### src/rtl/terminal_requisicao_if.sv
// Request bus for one access terminal: raw user inputs in, latched request word and status out.
// The DUT uses the slave modport; the bench drives the master side.
interface terminal_requisicao_if;
    logic [2:0] sw_id;
    logic [2:0] sw_f;
    logic       btn_send;
    logic       btn_cancel;
    logic       req_ack;
    logic [3:0] hh;
    logic [1:0] b;
    logic       req_valid;
    logic       busy;
    logic       err;
    logic [1:0] state;

    modport slave (
        input  sw_id, sw_f, btn_send, btn_cancel, req_ack,
        output hh, b, req_valid, busy, err, state
    );

    modport master (
        output sw_id, sw_f, btn_send, btn_cancel, req_ack,
        input  hh, b, req_valid, busy, err, state
    );
endinterface

### src/rtl/terminal_requisicao.sv
// Terminal front end: debounces SEND/CANCEL, latches {HH,B} on SEND and offers it
// with valid/ack plus timeout, then holds the accepted word for a display interval.
module terminal_requisicao #(
    parameter int DEB_CYCLES     = 16,
    parameter int TIMEOUT_CYCLES = 255,
    parameter int HOLD_CYCLES    = 1000
) (
    input  logic                  clk,
    input  logic                  rst,
    terminal_requisicao_if.slave  bus
);

    localparam logic [15:0] DEB_LAST     = 16'(DEB_CYCLES - 1);
    localparam logic [15:0] TIMEOUT_LAST = 16'(TIMEOUT_CYCLES - 1);
    localparam logic [15:0] HOLD_LAST    = 16'(HOLD_CYCLES - 1);

    typedef enum logic [1:0] {
        IDLE = 2'b00,
        REQ  = 2'b01,
        HOLD = 2'b10
    } state_t;

    logic [1:0] raw;
    logic [1:0] press;
    logic       send_press;
    logic       cancel_press;

    assign raw = {bus.btn_cancel, bus.btn_send};

    // Index 0 is SEND, index 1 is CANCEL; both share the same debounce path.
    // press_reg is set together with the debounced level, so it lands one edge later in the FSM.
    generate
        for (genvar gi = 0; gi < 2; gi++) begin : g_btn
            logic        sync1_reg;
            logic        sync2_reg;
            logic        level_reg;
            logic        press_reg;
            logic [15:0] cnt_reg;

            always_ff @(posedge clk or posedge rst) begin
                if (rst) begin
                    sync1_reg <= 1'b0;
                    sync2_reg <= 1'b0;
                    level_reg <= 1'b0;
                    press_reg <= 1'b0;
                    cnt_reg   <= '0;
                end else begin
                    sync1_reg <= raw[gi];
                    sync2_reg <= sync1_reg;
                    press_reg <= 1'b0;
                    if (sync2_reg == level_reg) begin
                        cnt_reg <= '0;
                    end else if (cnt_reg == DEB_LAST) begin
                        level_reg <= sync2_reg;
                        press_reg <= sync2_reg;
                        cnt_reg   <= '0;
                    end else begin
                        cnt_reg <= cnt_reg + 16'd1;
                    end
                end
            end

            assign press[gi] = press_reg;
        end
    endgenerate

    assign send_press   = press[0];
    assign cancel_press = press[1];

    state_t      state_reg;
    logic [3:0]  hh_reg;
    logic [1:0]  b_reg;
    logic        valid_reg;
    logic        busy_reg;
    logic        err_reg;
    logic [15:0] cnt_reg;

    // Within REQ the branch order encodes priority: cancel, ack, timeout.
    always_ff @(posedge clk or posedge rst) begin
        if (rst) begin
            state_reg <= IDLE;
            hh_reg    <= '0;
            b_reg     <= '0;
            valid_reg <= 1'b0;
            busy_reg  <= 1'b0;
            err_reg   <= 1'b0;
            cnt_reg   <= '0;
        end else begin
            case (state_reg)
                IDLE: begin
                    if (send_press) begin
                        if (bus.sw_id != 3'b000) begin
                            hh_reg    <= {bus.sw_f[0], bus.sw_id};
                            b_reg     <= bus.sw_f[2:1];
                            err_reg   <= 1'b0;
                            valid_reg <= 1'b1;
                            busy_reg  <= 1'b1;
                            cnt_reg   <= '0;
                            state_reg <= REQ;
                        end else begin
                            err_reg <= 1'b1;
                        end
                    end
                end
                REQ: begin
                    if (cancel_press) begin
                        state_reg <= IDLE;
                        hh_reg    <= '0;
                        b_reg     <= '0;
                        valid_reg <= 1'b0;
                        busy_reg  <= 1'b0;
                        cnt_reg   <= '0;
                    end else if (bus.req_ack) begin
                        state_reg <= HOLD;
                        valid_reg <= 1'b0;
                        cnt_reg   <= '0;
                    end else if (cnt_reg == TIMEOUT_LAST) begin
                        state_reg <= IDLE;
                        hh_reg    <= '0;
                        b_reg     <= '0;
                        valid_reg <= 1'b0;
                        busy_reg  <= 1'b0;
                        err_reg   <= 1'b1;
                        cnt_reg   <= '0;
                    end else begin
                        cnt_reg <= cnt_reg + 16'd1;
                    end
                end
                HOLD: begin
                    if (cancel_press || cnt_reg == HOLD_LAST) begin
                        state_reg <= IDLE;
                        hh_reg    <= '0;
                        b_reg     <= '0;
                        valid_reg <= 1'b0;
                        busy_reg  <= 1'b0;
                        cnt_reg   <= '0;
                    end else begin
                        cnt_reg <= cnt_reg + 16'd1;
                    end
                end
                default: begin
                    state_reg <= IDLE;
                    hh_reg    <= '0;
                    b_reg     <= '0;
                    valid_reg <= 1'b0;
                    busy_reg  <= 1'b0;
                    cnt_reg   <= '0;
                end
            endcase
        end
    end

    assign bus.hh        = hh_reg;
    assign bus.b         = b_reg;
    assign bus.req_valid = valid_reg;
    assign bus.busy      = busy_reg;
    assign bus.err       = err_reg;
    assign bus.state     = state_reg;

endmodule

### src/flat_wrapper.sv
// flat-port wrapper written by rule: the top's interface ports become plain ports
module terminal_requisicao_flat 
#(
    parameter int DEB_CYCLES     = 16,
    parameter int TIMEOUT_CYCLES = 255,
    parameter int HOLD_CYCLES    = 1000
)
  (clk, rst, bus_sw_id, bus_sw_f, bus_btn_send, bus_btn_cancel, bus_req_ack, bus_hh, bus_b, bus_req_valid, bus_busy, bus_err, bus_state);
  terminal_requisicao_if bus_i ();
  input  logic clk;
  input  logic rst;
  input wire logic [$bits(bus_i.sw_id)-1:0] bus_sw_id;
  input wire logic [$bits(bus_i.sw_f)-1:0] bus_sw_f;
  input wire logic [$bits(bus_i.btn_send)-1:0] bus_btn_send;
  input wire logic [$bits(bus_i.btn_cancel)-1:0] bus_btn_cancel;
  input wire logic [$bits(bus_i.req_ack)-1:0] bus_req_ack;
  output wire logic [$bits(bus_i.hh)-1:0] bus_hh;
  output wire logic [$bits(bus_i.b)-1:0] bus_b;
  output wire logic [$bits(bus_i.req_valid)-1:0] bus_req_valid;
  output wire logic [$bits(bus_i.busy)-1:0] bus_busy;
  output wire logic [$bits(bus_i.err)-1:0] bus_err;
  output wire logic [$bits(bus_i.state)-1:0] bus_state;
  assign bus_i.sw_id = bus_sw_id;
  assign bus_i.sw_f = bus_sw_f;
  assign bus_i.btn_send = bus_btn_send;
  assign bus_i.btn_cancel = bus_btn_cancel;
  assign bus_i.req_ack = bus_req_ack;
  assign bus_hh = bus_i.hh;
  assign bus_b = bus_i.b;
  assign bus_req_valid = bus_i.req_valid;
  assign bus_busy = bus_i.busy;
  assign bus_err = bus_i.err;
  assign bus_state = bus_i.state;
  terminal_requisicao #(.DEB_CYCLES(DEB_CYCLES), .TIMEOUT_CYCLES(TIMEOUT_CYCLES), .HOLD_CYCLES(HOLD_CYCLES)) u_core (.clk(clk), .rst(rst), .bus(bus_i));
endmodule
### config.mk
export PLATFORM = sky130hd
export DESIGN_NAME = terminal_requisicao_flat
export DESIGN_NICKNAME = d
export VERILOG_FILES = /design/src/rtl/terminal_requisicao_if.sv /design/src/rtl/terminal_requisicao.sv /design/src/flat_wrapper.sv
export SDC_FILE = /design/constraint.sdc
export NUM_CORES = 1
export LEC_CHECK = 0
export CAP_MARGIN = 5
export CORE_MARGIN = 5
export CORE_UTILIZATION = 59
export DETAILED_ROUTE_END_ITERATION = 7
export PLACE_DENSITY = 0.84
export SETUP_SLACK_MARGIN = 0.5
export SLEW_MARGIN = 20
export SYNTH_ARGS = -nofsm -noshare
export SYNTH_HDL_FRONTEND = slang
export SYNTH_SLANG_ARGS = --single-unit
export TNS_END_PERCENT = 50
### constraint.sdc
create_clock -name clk -period 2.3 [get_ports clk]
set_input_delay 0.345 -clock clk [delete_from_list [all_inputs] [get_ports clk]]
set_output_delay 0.345 -clock clk [all_outputs]
set_load 0.05 [all_outputs]
* Yosys cells after proc, flatten, opt, wreduce, memory -nomap -nowiden
Index checks and enable logic that the tools add are counted.
** Word-level totals
- Bits in registers :: 67
- Output and inout port bits :: 11
** Cells by class
- $add $sub $neg :: 3
- Equal/unequal tests :: 17
- Muxes and demuxes :: 50
- Bitwise gates (word level) :: 2
- Reductions and logical operators :: 10
** Operators by type and width (number)
- $mux 16 :: 10
- $add 16x1->16 const B :: 3
- $pmux 16 s3 :: 1
- $eq 16x4->1 const B :: 2
- $mux 4 :: 6
- $mux 2 :: 10
- $mux 1 :: 17
- $eq 16x10->1 const B :: 1
- $eq 16x8->1 const B :: 1
- $pmux 2 s3 :: 2
- $pmux 4 s3 :: 1
- $reduce_and 5->1 :: 2
- $ne 2x1->1 const B :: 4
- $pmux 1 s3 :: 2
- $reduce_and 2->1 :: 3
- $ne 2x2->1 const B :: 2
- $ne 4x2->1 const B :: 1
- $reduce_and 4->1 :: 1
- $ne 3x1->1 const B :: 1
- $ne 3x2->1 const B :: 1
- $reduce_bool 3->1 :: 1
- $eq 1x1->1 :: 2
- $eq 2x1->1 const B :: 1
- $eq 2x2->1 const B :: 1
- other kinds (5) :: 6

* Longest topological paths before layout
- Depth after elaboration :: 5
- Gate-level depth with buffers :: 7
- Depth with buffers taken out :: 7

* Worst setup path after synthesis
OpenSTA, ideal clock, no wires.
- Kind :: register to register
- Start :: register u_core.state_reg[1] (netlist: u_core.bus.state[1])
- End :: register u_core.cnt_reg[10]
- Setup time :: 0.121 ns
- Data arrival time :: 1.975 ns
- Data required time :: 2.179 ns
- Path slack :: 0.204 ns
- Stages on the path, launching flop included :: 8
- Path buffers :: 0
- Period minus slack after synthesis :: 2.096 ns
- Cells stage by stage :: dfrtp_1 inv_1 ha_1 and2b_2 and3b_1 a22oi_4 nor2_2 a22o_2
** Between the ends
- Word-level cells in the longest chain between the ends :: 3
- Elaborated cells on any way between the ends :: 7
- Those cells by class :: 4 x eq/ne; 1 x mux; 2 x reduce/logical
** RTL lines
- start, declared :: RTL line terminal_requisicao.sv:70 : state_t state_reg;
- start signal, assigned :: RTL line terminal_requisicao.sv:81 : state_reg <= IDLE;
- start signal, assigned :: RTL line terminal_requisicao.sv:99 : state_reg <= REQ;
- start signal, assigned :: RTL line terminal_requisicao.sv:107 : state_reg <= IDLE;
- $logic_not 2->1 :: RTL line terminal_requisicao.sv:89 : case (state_reg)
- $ne 2x1->1 (no source line)
- $reduce_and 2->1 (no source line)
- end signal, assigned :: RTL line terminal_requisicao.sv:126 : cnt_reg <= cnt_reg + 16'd1;
- end signal, assigned :: RTL line terminal_requisicao.sv:138 : cnt_reg <= cnt_reg + 16'd1;
- end, declared :: RTL line terminal_requisicao.sv:76 : logic [15:0] cnt_reg;
Several ways; a longest one is shown, not always the timed one.
A chain may end at the register's enable or synchronous reset.

* Worst setup path in the final report
- Start :: register u_core.cnt_reg[9]
- End :: register u_core.cnt_reg[10]
** Between the ends
- Word-level cells in the longest chain between the ends :: 5
- Elaborated cells on any way between the ends :: 9
- Those cells by class :: 1 x add/sub; 2 x eq/ne; 5 x mux; 1 x reduce/logical
** RTL lines
- $add 16x1->16 or $eq 16x8->1 (tied branches) :: RTL line terminal_requisicao.sv:126, terminal_requisicao.sv:138, terminal_requisicao.sv:117
- $mux 16 :: RTL line terminal_requisicao.sv:117 : end else if (cnt_reg == TIMEOUT_LAST) begin
- $mux 16 :: RTL line terminal_requisicao.sv:113 : end else if (bus.req_ack) begin
- $mux 16 :: RTL line terminal_requisicao.sv:106 : if (cancel_press) begin
- $pmux 16 s3 * :: RTL line terminal_requisicao.sv:89
Every way passes the cells marked *; elsewhere a longest branch is shown, timed or not.

==> results.cfg <==
[clock_network]
tritoncts = done
cts-htree-levels = 3
clockRootBuffer = clkbuf_8
cts.sinks = 66
clk_pin_slew_ns = 0.07
clk_path_buf_depth = 2
numCtsBuffers = 9
insertion_delay_ns = 0.35

[grt]
grt_pass1_vias = 2605
grt_use_total_pct = 21.8
antenna_found_initial = 0
busiest_layer = met2
grt_pass1_wl_microns = 12500
grt_overflow = 0
grt_max_degree = 38
globalRouteMet1Util_pct = 27.5
use_met3_pct = 3.63
use_met2_pct = 35.9

[worst_setup_path]
r2r_slack_ns = 0.31
path_cells = and4_2 -> nand4_4 -> a22oi_4 -> o21ai_1 -> a22o_2
path_class = flop to flop
r2r_cells = 5
timing.rr.start = u_core.cnt_reg[9]
path_buf_inv = 0
crit_path_start_kind = flop
r2r-end = u_core.cnt_reg[10]
crit_fanout = 8
endpoint_kind = flop
cp.arrival_ns = 2.23
slowest_stage = dfrtp_1
cp_top_family = compound AO/OA/AOI/OAI gates
cpPeakStageDelay_ns = 0.59
required_ns = 2.54

[cells_and_area]
diodes = 0
final_util_pct = 73.3
multi_input_area_sq_um = 1700
largest_reg_flops = 32
nets = 375
drive_above_1_share_pct = 19.6
seq_area_sq_um = 1660
area_growth_syn_to_layout_pct = 22.2
n_fill_cell = 381
fin_area_sq_um = 4010

[power_and_ir_drop]
pwr-share-clk_pct = 26.9
swShare_pct = 36.7
p_seq_share_pct = 35.4
peakVddDrop_mv = 0.721
p_leak_nw = 1.73
intPower_mw = 2.39
p_per_area_nw_per_um2 = 943
pwr-share-comb_pct = 37.7
switchingPower_mw = 1.39

[logic_synthesis]
synth_most_common_cell = dfrtp_1
synth-edff-count = 0
async_flop_share_pct = 100
avgSynthCellArea_sq_um = 10.4
synthTopCellsByCount = dfrtp_1 (66), nor2_1 (38), nand2_1 (25)
synthCells = 317
ys_types = 48
yosys-top-cells-area = dfrtp_1 (50%), xor2_1 (5.9%), nor2_1 (4.3%), nand3_1 (3.4%), nand2_1 (2.9%)
ys_seq_area_share_pct = 50.3
postSynth.topFlopCell = dfrtp_1
ys_ff_latch = 66
netlist.area_leader.share_pct = 50.3
syn_area_sq_um = 3280
yosys.area.top_type = dfrtp_1
synth_nets = 335
ys_warn_count = 0

[detailed_routing]
drtIter0Drc = 180
drc_errors = 0
dr_total_vias = 2639
wl_microns = 7670
post_drt_wl_per_cell_microns = 17.7
avgViaCountPerCell = 6.08
ant_nets = 0
firstDrtPassIters = 5

[sta]
maxSlewHeadroom_pct = 61.5
hold_viol_final = 0
worst_slew_pin_slew_ns = 0.574
fmax_mhz = 503
finalCritPeriodShare_pct = 86.5
setup_slack_ns = 0.311
rsz0062_at_grt = true
period_needed_ns = 1.99
fin_tns_setup_ns = 0
slew_viol_final = 0
setup_violations = 0
finalClockSkew_ns = 0.0113
hold_slack_ns = 0.320

[place]
place_area_sq_um = 3630
gp_congestion = 0.873
dp_slack_ns = 0.231
hpwl_microns = 4550
portBuffers = 21

[run]
drv_cap = 0

[floorplanning]
io_pins = 22
dieHeight_microns = 84.6
die_w_microns = 84.6
core_sq_um = 5470
dieArea_sq_um = 7160
core.rowCount = 27
initial_core_util_pct = 60.0

[status]
status = finished, final reports clean

[min_path]
hold_path_class = input pin to asynchronous set/reset pin
## per-stage QoR
step	power (mW)	instances
finish	3.78	434
global route	3.93	434
CTS	3.69	430
detailed placement	2.58	407
global placement	2.54	407
floorplan	2.25	317
## placed cells by master (no fill, tap or decap), drive strengths merged, types with 4 or more instances in the layout
cell,n
a21oi,8
clkbuf,14
a22o,7
clkdlybuf4s50,14
nor4,9
nor3,10
ha,7
xor2,22
xnor2,10
and3,7
dfrtp,66
buf,13
nand3,22
nor2b,4
dlygate4sd2,7
o21ai,8
nor3b,5
nor2,39
and2,4
inv,9
nand2,26
nand4,17
o311ai,5
## layout make-up
type	count	area share (%)
Tap cell	72	2.25
Clock buffer	14	4.30
Multi-Input combinational cell	236	42.3
Sequential cell	66	41.3
Timing Repair Buffer	34	8.04
Clock inverter	2	0.873
Inverter	10	1.03
## per-layer routing
layer  share of wire [%]  up-vias
met2                  51      109
met5                   0        -
li1                    -     1211
met1                  40     1285
met3                 5.3       34
met4                 3.5        0
## repair_timing
item,4_1_cts,5_1_grt
setup endpoints to repair,38,60
hold buffers,0,0
resized for setup,21,12
hold endpoints to repair,0,0
pin swaps,7,8
setup buffers,6,4
gates cloned,1,0
## power groups by stage
stage / clock (mW) / combinational (mW) / sequential [mW]
after detailed placement: 0 / 1.22 / 1.36
after floorplan: 0 / 0.653 / 1.59
final: 1.02 / 1.43 / 1.34
after global routing: 1.08 / 1.50 / 1.35
after CTS: 1.02 / 1.33 / 1.34
after global placement: 0 / 1.19 / 1.35
## how the worst max path moves through the flow
| stage | depth (start not counted) | end | startpoint |
|---|---|---|---|
| finish | 5 | u_core.cnt_reg[10] | u_core.cnt_reg[9] |
| global route | 5 | u_core.cnt_reg[5] | u_core.cnt_reg[9] |
| CTS | 5 | u_core.cnt_reg[10] | u_core.cnt_reg[14] |
| detailed placement | 6 | u_core.bus.busy | bus_sw_id[2] |
| global placement | 6 | u_core.bus.busy | bus_sw_id[2] |
| floorplan | 7 | u_core.cnt_reg[10] | u_core.bus.state[1] |
## cell families after synthesis
kind of cell             share of synthesized area, %
buffers and inverters                            1.98
AO/OA/AOI/OAI                                    8.72
AND/OR/NAND/NOR                                  25.8
XOR/XNOR                                         8.53
adder cells (fa/ha/maj)                          2.67
multiplexers                                     2.06
flip-flops                                       50.3
## worst reg2reg max path, cell delays in order, from the launching register on
cell,delay [ns]
dfrtp_1,0.59
and4_2,0.35
nand4_4,0.19
a22oi_4,0.38
o21ai_1,0.14
a22o_2,0.24
No activity file was read; power rests on OpenSTA's default activity.
